==> src/rtl/ex_muldiv_pkg.sv <==
// Shared constants for the EX multiply/divide unit: bus widths,
// funct codes, FSM state encoding and a magnitude helper.
package ex_muldiv_pkg;

  localparam int FUNCT_BUS = 6;
  localparam int DATA_W    = 32;
  localparam int DWORD_W   = 64;

  localparam logic [FUNCT_BUS-1:0] FUNCT_NOP   = 6'h00;
  localparam logic [FUNCT_BUS-1:0] FUNCT_MFHI  = 6'h10;
  localparam logic [FUNCT_BUS-1:0] FUNCT_MTHI  = 6'h11;
  localparam logic [FUNCT_BUS-1:0] FUNCT_MFLO  = 6'h12;
  localparam logic [FUNCT_BUS-1:0] FUNCT_MTLO  = 6'h13;
  localparam logic [FUNCT_BUS-1:0] FUNCT_MULT  = 6'h18;
  localparam logic [FUNCT_BUS-1:0] FUNCT_MULTU = 6'h19;
  localparam logic [FUNCT_BUS-1:0] FUNCT_DIV   = 6'h1A;
  localparam logic [FUNCT_BUS-1:0] FUNCT_DIVU  = 6'h1B;

  typedef enum logic [1:0] {
    ST_IDLE,
    ST_BUSY,
    ST_DONE
  } state_e;

  // Absolute value when the operand is taken as signed.
  function automatic logic [DATA_W-1:0] mag(
    input logic [DATA_W-1:0] v,
    input logic              sgn
  );
    return (sgn && v[DATA_W-1]) ? -v : v;
  endfunction

endpackage

==> src/rtl/ex_muldiv_if.sv <==
// EX-side bundle of the mul/div unit.
// master: pipeline drives en/flush/funct/operands; slave: mul/div unit.
interface ex_muldiv_if;
  import ex_muldiv_pkg::*;

  logic                 en;
  logic                 flush;
  logic [FUNCT_BUS-1:0] funct;
  logic [DATA_W-1:0]    operand_1;
  logic [DATA_W-1:0]    operand_2;
  logic                 stall_request;
  logic [DATA_W-1:0]    result;
  logic [DATA_W-1:0]    hi;
  logic [DATA_W-1:0]    lo;

  modport master (
    output en, flush, funct, operand_1, operand_2,
    input  stall_request, result, hi, lo
  );

  modport slave (
    input  en, flush, funct, operand_1, operand_2,
    output stall_request, result, hi, lo
  );

endinterface

==> src/rtl/ex_muldiv_div_iter.sv <==
// Restoring divider datapath on magnitudes, one quotient bit per cycle.
// Ports: start_i/cancel_i/step_i control, dividend_i/divisor_i, quot_o/rem_o/done_o.
module ex_muldiv_div_iter
  import ex_muldiv_pkg::*;
(
  input  logic              clk,
  input  logic              rst,
  input  logic              start_i,
  input  logic              cancel_i,
  input  logic              step_i,
  input  logic [DATA_W-1:0] dividend_i,
  input  logic [DATA_W-1:0] divisor_i,
  output logic [DATA_W-1:0] quot_o,
  output logic [DATA_W-1:0] rem_o,
  output logic              done_o
);

  logic [DATA_W:0]   rem_q, rem_d;
  logic [DATA_W-1:0] quot_q, quot_d;
  logic [DATA_W-1:0] dvs_q, dvs_d;
  logic [4:0]        cnt_q, cnt_d;
  logic [DATA_W+1:0] sh;
  logic              ge;

  // Quotient register doubles as the dividend shift source (MSB first).
  always_comb begin
    sh     = {rem_q, quot_q[DATA_W-1]};
    ge     = sh >= {2'b00, dvs_q};
    rem_d  = rem_q;
    quot_d = quot_q;
    dvs_d  = dvs_q;
    cnt_d  = cnt_q;
    if (cancel_i) begin
      cnt_d = '0;
    end else if (start_i) begin
      rem_d  = '0;
      quot_d = dividend_i;
      dvs_d  = divisor_i;
      cnt_d  = '0;
    end else if (step_i) begin
      rem_d  = ge ? sh[DATA_W:0] - {1'b0, dvs_q} : sh[DATA_W:0];
      quot_d = {quot_q[DATA_W-2:0], ge};
      cnt_d  = cnt_q + 5'd1;
    end
  end

  always_ff @(posedge clk) begin
    if (rst) begin
      rem_q  <= '0;
      quot_q <= '0;
      dvs_q  <= '0;
      cnt_q  <= '0;
    end else begin
      rem_q  <= rem_d;
      quot_q <= quot_d;
      dvs_q  <= dvs_d;
      cnt_q  <= cnt_d;
    end
  end

  assign quot_o = quot_q;
  assign rem_o  = rem_q[DATA_W-1:0];
  assign done_o = step_i && (cnt_q == 5'd31);

endmodule

==> src/rtl/ex_muldiv.sv <==
// EX-stage multiply/divide unit with the HI/LO register pair.
// Ports: clk, rst, bus (slave: en/flush/funct/operands in; stall/result/hi/lo out).
module ex_muldiv
  import ex_muldiv_pkg::*;
(
  input  logic       clk,
  input  logic       rst,
  ex_muldiv_if.slave bus
);

  state_e            state_q;
  logic [DATA_W-1:0] hi_q, lo_q;
  logic              qneg_q, rneg_q;

  logic              is_div, div_sgn, div_go, start, step, done;
  logic              is_mult, m_sgn;
  logic [DWORD_W-1:0] prod;
  logic [DATA_W-1:0] quot, rem;

  assign is_div  = bus.en &&
                   (bus.funct == FUNCT_DIV || bus.funct == FUNCT_DIVU);
  assign div_sgn = bus.funct == FUNCT_DIV;
  assign div_go  = is_div && (bus.operand_2 != '0);
  assign start   = (state_q == ST_IDLE) && div_go && !bus.flush;
  assign step    = (state_q == ST_BUSY) && !bus.flush;

  assign is_mult = bus.en &&
                   (bus.funct == FUNCT_MULT || bus.funct == FUNCT_MULTU);
  assign m_sgn   = bus.funct == FUNCT_MULT;

  // Sign-extend to 64 bits so one unsigned multiply covers both forms.
  always_comb begin
    prod = {{DATA_W{m_sgn & bus.operand_1[DATA_W-1]}}, bus.operand_1} *
           {{DATA_W{m_sgn & bus.operand_2[DATA_W-1]}}, bus.operand_2};
  end

  ex_muldiv_div_iter u_div_iter (
    .clk       (clk),
    .rst       (rst),
    .start_i   (start),
    .cancel_i  (bus.flush),
    .step_i    (step),
    .dividend_i(mag(bus.operand_1, div_sgn)),
    .divisor_i (mag(bus.operand_2, div_sgn)),
    .quot_o    (quot),
    .rem_o     (rem),
    .done_o    (done)
  );

  always_ff @(posedge clk) begin
    if (rst) begin
      state_q <= ST_IDLE;
      hi_q    <= '0;
      lo_q    <= '0;
      qneg_q  <= 1'b0;
      rneg_q  <= 1'b0;
    end else if (bus.flush) begin
      state_q <= ST_IDLE;
    end else begin
      case (state_q)
        ST_IDLE: begin
          if (div_go) begin
            state_q <= ST_BUSY;
            qneg_q  <= div_sgn &&
                       (bus.operand_1[DATA_W-1] ^ bus.operand_2[DATA_W-1]);
            rneg_q  <= div_sgn && bus.operand_1[DATA_W-1];
          end else if (is_mult) begin
            hi_q <= prod[DWORD_W-1:DATA_W];
            lo_q <= prod[DATA_W-1:0];
          end else if (bus.en && bus.funct == FUNCT_MTHI) begin
            hi_q <= bus.operand_1;
          end else if (bus.en && bus.funct == FUNCT_MTLO) begin
            lo_q <= bus.operand_1;
          end
        end
        ST_BUSY: begin
          if (done) state_q <= ST_DONE;
        end
        ST_DONE: begin
          lo_q    <= qneg_q ? -quot : quot;
          hi_q    <= rneg_q ? -rem : rem;
          state_q <= ST_IDLE;
        end
        default: state_q <= ST_IDLE;
      endcase
    end
  end

  always_comb begin
    bus.result = '0;
    if (bus.en) begin
      unique case (1'b1)
        bus.funct == FUNCT_MFHI: bus.result = hi_q;
        bus.funct == FUNCT_MFLO: bus.result = lo_q;
        default:                 bus.result = '0;
      endcase
    end
  end

  assign bus.stall_request = !bus.flush &&
    (((state_q == ST_IDLE) && div_go) || (state_q == ST_BUSY));
  assign bus.hi = hi_q;
  assign bus.lo = lo_q;

endmodule
==> src/flat_wrapper.sv <==
// flat-port wrapper written by rule: the top's interface ports become plain ports
module ex_muldiv_flat import ex_muldiv_pkg::*;
  (clk, rst, bus_en, bus_flush, bus_funct, bus_operand_1, bus_operand_2, bus_stall_request, bus_result, bus_hi, bus_lo);
  ex_muldiv_if bus_i ();
  input  logic clk;
  input  logic rst;
  input wire logic [$bits(bus_i.en)-1:0] bus_en;
  input wire logic [$bits(bus_i.flush)-1:0] bus_flush;
  input wire logic [$bits(bus_i.funct)-1:0] bus_funct;
  input wire logic [$bits(bus_i.operand_1)-1:0] bus_operand_1;
  input wire logic [$bits(bus_i.operand_2)-1:0] bus_operand_2;
  output wire logic [$bits(bus_i.stall_request)-1:0] bus_stall_request;
  output wire logic [$bits(bus_i.result)-1:0] bus_result;
  output wire logic [$bits(bus_i.hi)-1:0] bus_hi;
  output wire logic [$bits(bus_i.lo)-1:0] bus_lo;
  assign bus_i.en = bus_en;
  assign bus_i.flush = bus_flush;
  assign bus_i.funct = bus_funct;
  assign bus_i.operand_1 = bus_operand_1;
  assign bus_i.operand_2 = bus_operand_2;
  assign bus_stall_request = bus_i.stall_request;
  assign bus_result = bus_i.result;
  assign bus_hi = bus_i.hi;
  assign bus_lo = bus_i.lo;
  ex_muldiv u_core (.clk(clk), .rst(rst), .bus(bus_i));
endmodule
==> config.mk <==
export PLATFORM = sky130hd
export DESIGN_NAME = ex_muldiv_flat
export DESIGN_NICKNAME = d
export VERILOG_FILES = /design/src/rtl/ex_muldiv_pkg.sv /design/src/rtl/ex_muldiv_if.sv /design/src/rtl/ex_muldiv_div_iter.sv /design/src/rtl/ex_muldiv.sv /design/src/flat_wrapper.sv
export SDC_FILE = /design/constraint.sdc
export NUM_CORES = 2
export LEC_CHECK = 0
export CAP_MARGIN = 20
export CORE_ASPECT_RATIO = 0.7
export CORE_UTILIZATION = 40
export CTS_BUF_LIST = sky130_fd_sc_hd__clkbuf_8
export DETAILED_ROUTE_END_ITERATION = 10
export HOLD_SLACK_MARGIN = 0.02
export PLACE_DENSITY = 0.64
export REMOVE_ABC_BUFFERS = 1
export SLEW_MARGIN = 20
export SYNTH_ARGS = -nofsm -noshare
export SYNTH_HDL_FRONTEND = slang
export SYNTH_SLANG_ARGS = --single-unit
==> constraint.sdc <==
create_clock -name clk -period 16.3 [get_ports clk]
set_input_delay 4.075 -clock clk [delete_from_list [all_inputs] [get_ports clk]]
set_output_delay 4.075 -clock clk [all_outputs]
set_load 0.005 [all_outputs]
### Word level (Yosys, flattened, before mapping)

Cells that the tools add are included.

| storage, ports and cells | value |
|---|---|
| bits in read-only memories | 0 |
| RAM bits | 0 |
| logic and storage cells | 90 |
| latch bits | 0 |
| output and inout port bits | 97 |
| input bits | 74 |
| bits in registers | 170 |
| memories | 0 |

| cells by class | value |
|---|---|
| mux-type cells | 23 |
| equality and inequality tests | 17 |
| reduce and logical (&&, ||, !) cells | 29 |
| order comparisons | 1 |
| add/subtract/negate cells | 6 |
| shift operators | 0 |
| $mul | 1 |
| divide/modulo/power cells | 0 |
| bitwise gates (word level) | 4 |

Operators by type and width:

| cell | count |
|---|---|
| $mux W32 | 14 |
| $pmux W32 S2 | 3 |
| $neg A32 Y32 | 4 |
| $mux W33 | 3 |
| $mul A33 B33 Y64 | 1 |
| $eq A6 B5 Y1 const B | 8 |
| $ge A34 B32 Y1 | 1 |
| $sub A33 B32 Y33 | 1 |
| $reduce_bool A32 Y1 | 1 |
| $logic_and A1 B1 Y1 | 13 |
| $ne A3 B1 Y1 const B | 2 |
| $reduce_and A2 Y1 | 3 |
| $add A5 B1 Y5 const B | 1 |
| $eq A5 B5 Y1 const B | 1 |
| $reduce_and A5 Y1 | 1 |
| $mux W2 | 2 |
| $ne A2 B1 Y1 const B | 2 |
| $pmux W2 S2 | 1 |
| $reduce_and A4 Y1 | 1 |
| $reduce_bool A2 Y1 | 2 |
| $logic_or A1 B1 Y1 | 3 |
| $ne A3 B2 Y1 const B | 1 |
| $reduce_and A3 Y1 | 1 |
| $reduce_or A3 Y1 | 1 |
| 9 further kinds | 10 |

### Depth between registers and ports, before layout

| logic depth | value |
|---|---|
| depth after elaboration | 8 |
| gate-level depth with buffers | 33 |
| mapped depth without buffers | 31 |

### By module

From an unflattened synthesis, not the netlist that was laid out.

| second synthesis, totals | value |
|---|---|
| cells, all modules | 5985 |
| area, all modules | 50708.6 sq um |

By module, submodules not included:

| module | seq. area each (sq um) | times used | cells an instance | area an instance (sq um) |
|---|---|---|---|---|
| ex_muldiv | 1361.3 | 1 | 5199 | 44505.2 |
| ex_muldiv_div_iter | 2042.0 | 1 | 786 | 6203.4 |

### Least setup slack after synthesis

No wires, ideal clock.

| path | value |
|---|---|
| path kind | input port to flip-flop |
| from | in bus_funct[2] |
| to | reg u_core.hi_q[27], in the netlist u_core.bus.hi[27] |
| stages on the path | 33 |
| buffers on the path | 3 |
| arrival | 12.395 ns |
| required time | 16.185 ns |
| path slack | 3.790 ns |
| setup time | 0.115 ns |
| cells stage by stage | nor3b_1 > nand2_1 > nor3_1 > clkbuf_1 > and2_1 > clkbuf_1 > nand2_1 > inv_1 > fa_1 > inv_1 > fa_1 > inv_1 > fa_1 > fa_1 > inv_1 > fa_1 > inv_1 > fa_1 > inv_1 > fa_1 > fa_1 > inv_1 > ha_1 > clkbuf_1 > nand3_1 > nor2_1 > a221oi_1 > o21ai_0 > a2111o_1 > a41oi_1 > nor2_1 > xnor2_1 > a2111oi_0 |

| on the way | value |
|---|---|
| word-level cells in the longest chain between the ends | 6 |
| elaborated cells between the ends (all ways) | 20 |
| those cells by class | 1 x mul; 7 x eq/ne; 3 x mux; 2 x bitwise; 7 x reduce/logical |

Ends and longest elaborated chain:

| what | RTL line | RTL |
|---|---|---|
| start, declared | flat_wrapper.sv:9 | `input wire logic [$bits(bus_i.funct)-1:0] bus_funct;` |
| $eq A6 B5 Y1 (on tied branches) | ex_muldiv.sv:28, ex_muldiv.sv:29, ex_muldiv.sv:21 |  |
| $and A1 B1 Y1 (tied with other cells) | ex_muldiv.sv:33 | `prod = {{DATA_W{m_sgn & bus.operand_1[DATA_W-1]}}, bus.operand_1} *` |
| $mul A33 B33 Y64 (tied with other cells) | ex_muldiv.sv:33 |  |
| $mux W32 or $logic_and A1 B1 Y1 (tied branches) | ex_muldiv.sv:67, ex_muldiv.sv:23 |  |
| $mux W32 or $ne A2 B2 Y1 (tied branches) | -- |  |
| $pmux W32 S2 or $reduce_and A4 Y1 (tied branches) | -- |  |
| end signal, assigned | ex_muldiv.sv:68 | `hi_q <= prod[DWORD_W-1:DATA_W];` |
| end signal, assigned | ex_muldiv.sv:71 | `hi_q <= bus.operand_1;` |
| end signal, assigned | ex_muldiv.sv:81 | `hi_q <= rneg_q ? -rem : rem;` |
| end, declared | ex_muldiv.sv:12 | `logic [DATA_W-1:0] hi_q, lo_q;` |

Parallel ways exist; a longest one is shown, timed or not. The select of a mux whose other input is x is not followed.
A chain may end at the register's enable or synchronous reset.

### Final worst setup path

| path | value |
|---|---|
| from | in bus_funct[4] |
| to | reg u_core.hi_q[27], in the netlist u_core.bus.hi[27] |

The elaborated chain is that of the path after synthesis.

==> flow_metrics.env <==
export IMPL_outcome="complete, no violations"
export IMPL_synth_area_um2=50220
export IMPL_place_congestion=1.000
export IMPL_drt_initial_drc_count=4079
export IMPL_fmax_ghz=0.07349
export IMPL_wl_mm=167.3
export IMPL_dr_pass1_iters=6
export IMPL_max_slew_margin_rel=0.2615
export IMPL_period_needed_ns=13.61
export IMPL_fin_area_um2=53460
export IMPL_cp_slowest_cell="fa_1"
export IMPL_synth_async_reset_ratio=0
export IMPL_synth_xor_area_frac=0.03854
export IMPL_final_core_util=0.4305
export IMPL_cpMostUsedCell="fa_1"
export IMPL_endpoint_kind="register"
export IMPL_drc=0
export IMPL_worst_slew_pin_slew_ns=1.108
export IMPL_wl_per_cell_um=22.34
export IMPL_regArea_um2=3403
export IMPL_place_port_buffers=170
export IMPL_setup_violations=0
export IMPL_multi_input_area_um2=40930
export IMPL_synth_edff_count=0
export IMPL_crit_cells=32
export IMPL_grt_max_degree=70
export IMPL_ctsHtreeMaxLevel=4
export IMPL_vias=40720
export IMPL_drtAntennaViolNets=0
export IMPL_dpl_cell_area_um2=53080
export IMPL_critPathRequiredTime_ns=16.70
export IMPL_synth_avg_cell_area_um2=8.470
export IMPL_ys_dominant_reg_cell="dfxtp_1"
export IMPL_die_area_um2=127000
export IMPL_synth_warnings=0
export IMPL_cts_root_buffer="clkbuf_8"
export IMPL_hold_viol=0
export IMPL_nets=7277
export IMPL_die_w_um=425.5
export IMPL_cts_tree="done"
export IMPL_syn_to_final_growth_pct=6.448
export IMPL_synth_top_family_by_area="adder cells"
export IMPL_cts_hold_buffers=0
export IMPL_die_h_um=298.5
export IMPL_ioPinCount=171
export IMPL_crit_family="adder cells"
export IMPL_path_clk_slew_ns=0.11
export IMPL_rr_worst_depth=15
export IMPL_clock_latency_ns=0.53
export IMPL_timing_critical_path_buf_inv=9
export IMPL_post_dp_hpwl_mm=133.9
export IMPL_cap_violations=0
export IMPL_final_max_slew_viol_count=0
export IMPL_cts_resized=0
export IMPL_core_area_um2=124200
export IMPL_path_max_fanout=21
export IMPL_synth_simple_area_share=0.1628
export IMPL_grt_use_total=0.2682
export IMPL_nFillCells=12240
export IMPL_grt_overflow=0
export IMPL_finClkSkew_ns=0.02991
export IMPL_rsz0062_at_grt="false"
export IMPL_synth_seq_cells=170
export IMPL_antenna_found_initial=3
export IMPL_start_util=0.4044
export IMPL_cp_slowest_stage_delay_ns=0.89
export IMPL_synth_compound_area_share=0.09254
export IMPL_worst_setup_path_start_kind="primary input"
export IMPL_cp_arrival_ns=14.01
export IMPL_period_share=0.8348
export IMPL_drive_above_1_share=0.03785
export IMPL_cts_sinks=170
export IMPL_synth_mux_area_fraction=0.008172
export IMPL_cts_buffer_depth=2
export IMPL_grt_pass1_vias=41940
export IMPL_hold_path_class="register to register"
export IMPL_cts_post_setup_buffers_inserted=0
export IMPL_synthCells=5929
export IMPL_synthAdderAreaFrac=0.5114
export IMPL_synth_cell_types=72
export IMPL_crit_type="primary input to register"
export IMPL_hold_path_depth=2
export IMPL_numCtsBuffers=17
export IMPL_fin_setup_tns_ns=0
export IMPL_ys_seq_area_frac=0.06777
export IMPL_rows=108
export IMPL_viasPerCell=5.435
export IMPL_grt_first_pass_wirelength_mm=258.7
tightest hold or removal path: cells and delay by family, from the launching register on:
kind | cells | cell delay, ns
flip-flops | 1 | 0.32
AND/OR/NAND/NOR | 1 | 0.05
AO/OA/AOI/OAI | 1 | 0.05
per-stage QoR:
stage	setup WS, ns	cells	hold slack (ns)
6_report	2.692	7491	0.4643
5_1_grt	2.033	7489	0.4962
4_1_cts	2.765	7489	0.4690
3_5_place_dp	2.215	7457	0.4549
3_3_place_gp	2.550	7457	0.4442
2_1_floorplan	3.105	5541	0.4258
layout make-up:
| type | instances | area share |
|---|---|---|
| Antenna cell | 2 | 0.00009362 |
| Clock buffer | 19 | 0.004892 |
| Clock inverter | 13 | 0.002153 |
| Inverter | 1194 | 0.08384 |
| Multi-Input combinational cell | 4177 | 0.7657 |
| Sequential cell | 170 | 0.06366 |
| Tap cell | 1650 | 0.03862 |
| Timing Repair Buffer | 266 | 0.04105 |
sequential cells by signal, indices dropped and copies added, names as in the netlist:
register and flops:
u_core.u_div_iter.rem_q 33, u_core.bus.hi 32, u_core.bus.lo 32, u_core.u_div_iter.dvs_q 32
u_core.u_div_iter.quot_o 32, u_core.u_div_iter.cnt_q 5, u_core.state_q 2, u_core.qneg_q 1
u_core.rneg_q 1
routing by layer:
layer	vias to the layer above	share of wire	GRT usage
met4	0	0.024	0.05935
met3	180	0.12	0.06896
met1	20740	0.45	0.4066
met2	2044	0.41	0.3802
li1	17750	-	-
met5	-	0	0
cells by family after synthesis:
kind of cell	count (synthesis)
buf+inv	1582
mux	41
simple gates	1802
fa+ha+maj	1377
xor+xnor	221
flops	170
compound gates	736
worst paths after layout:
path	start	to	slack, ns
worst min-delay path	u_core.u_div_iter.cnt_q[4]	u_core.u_div_iter.cnt_q[4]	0.46
worst max-delay path	bus_funct[4]	u_core.bus.hi[27]	2.69
worst max register to register	u_core.u_div_iter.quot_o[31]	u_core.u_div_iter.rem_q[32]	11.86
worst min register to register	u_core.u_div_iter.cnt_q[4]	u_core.u_div_iter.cnt_q[4]	0.46
layout by cell type, fill, tap and decap left out, types with 22 or more instances in the layout:
cell type        instances
a21oi_1                245
nand3_1                 43
a21o_1                  39
o21ai_0                139
nand2_1                997
o211ai_1                54
o31ai_1                 29
ha_1                   251
and2_1                 304
xor2_1                  84
nor3_1                  35
and3_1                  29
dfxtp_1                170
a211oi_1                46
mux2i_1                 41
buf_4                   97
xnor2_1                137
a22oi_1                 35
buf_2                   45
nor2_1                 230
nand4_1                 31
inv_1                 1195
clkdlybuf4s50_1        124
a31oi_1                 22
fa_1                  1125
cells in the mapped netlist (all sizes together), types with 18 or more instances:
library cell / number / area (µm²)
xnor2: 137 / 1200
or2: 19 / 118.9
nand2: 998 / 3746
o21ai: 139 / 695.7
nor3: 37 / 190.2
a211oi: 46 / 345.3
clkbuf: 311 / 1167
and3: 29 / 181.4
a21oi: 246 / 1231
ha: 251 / 3141
o31ai: 29 / 217.7
o211ai: 54 / 405.4
or3: 22 / 137.6
mux2i: 41 / 410.4
a21o: 40 / 301.5
nand2b: 18 / 115.1
a22oi: 35 / 262.8
a31oi: 22 / 137.6
xor2: 84 / 735.7
buf: 77 / 314.0
dfxtp: 170 / 3403
nand4: 31 / 193.9
nor4: 22 / 158.9
and2: 305 / 1908
fa: 1126 / 22540
nor2: 234 / 878.3
inv: 1194 / 4482
nand3: 43 / 215.2
Power is not shown: default switching activity piles up to over one toggle a cycle in this logic, so the estimate is an artifact.
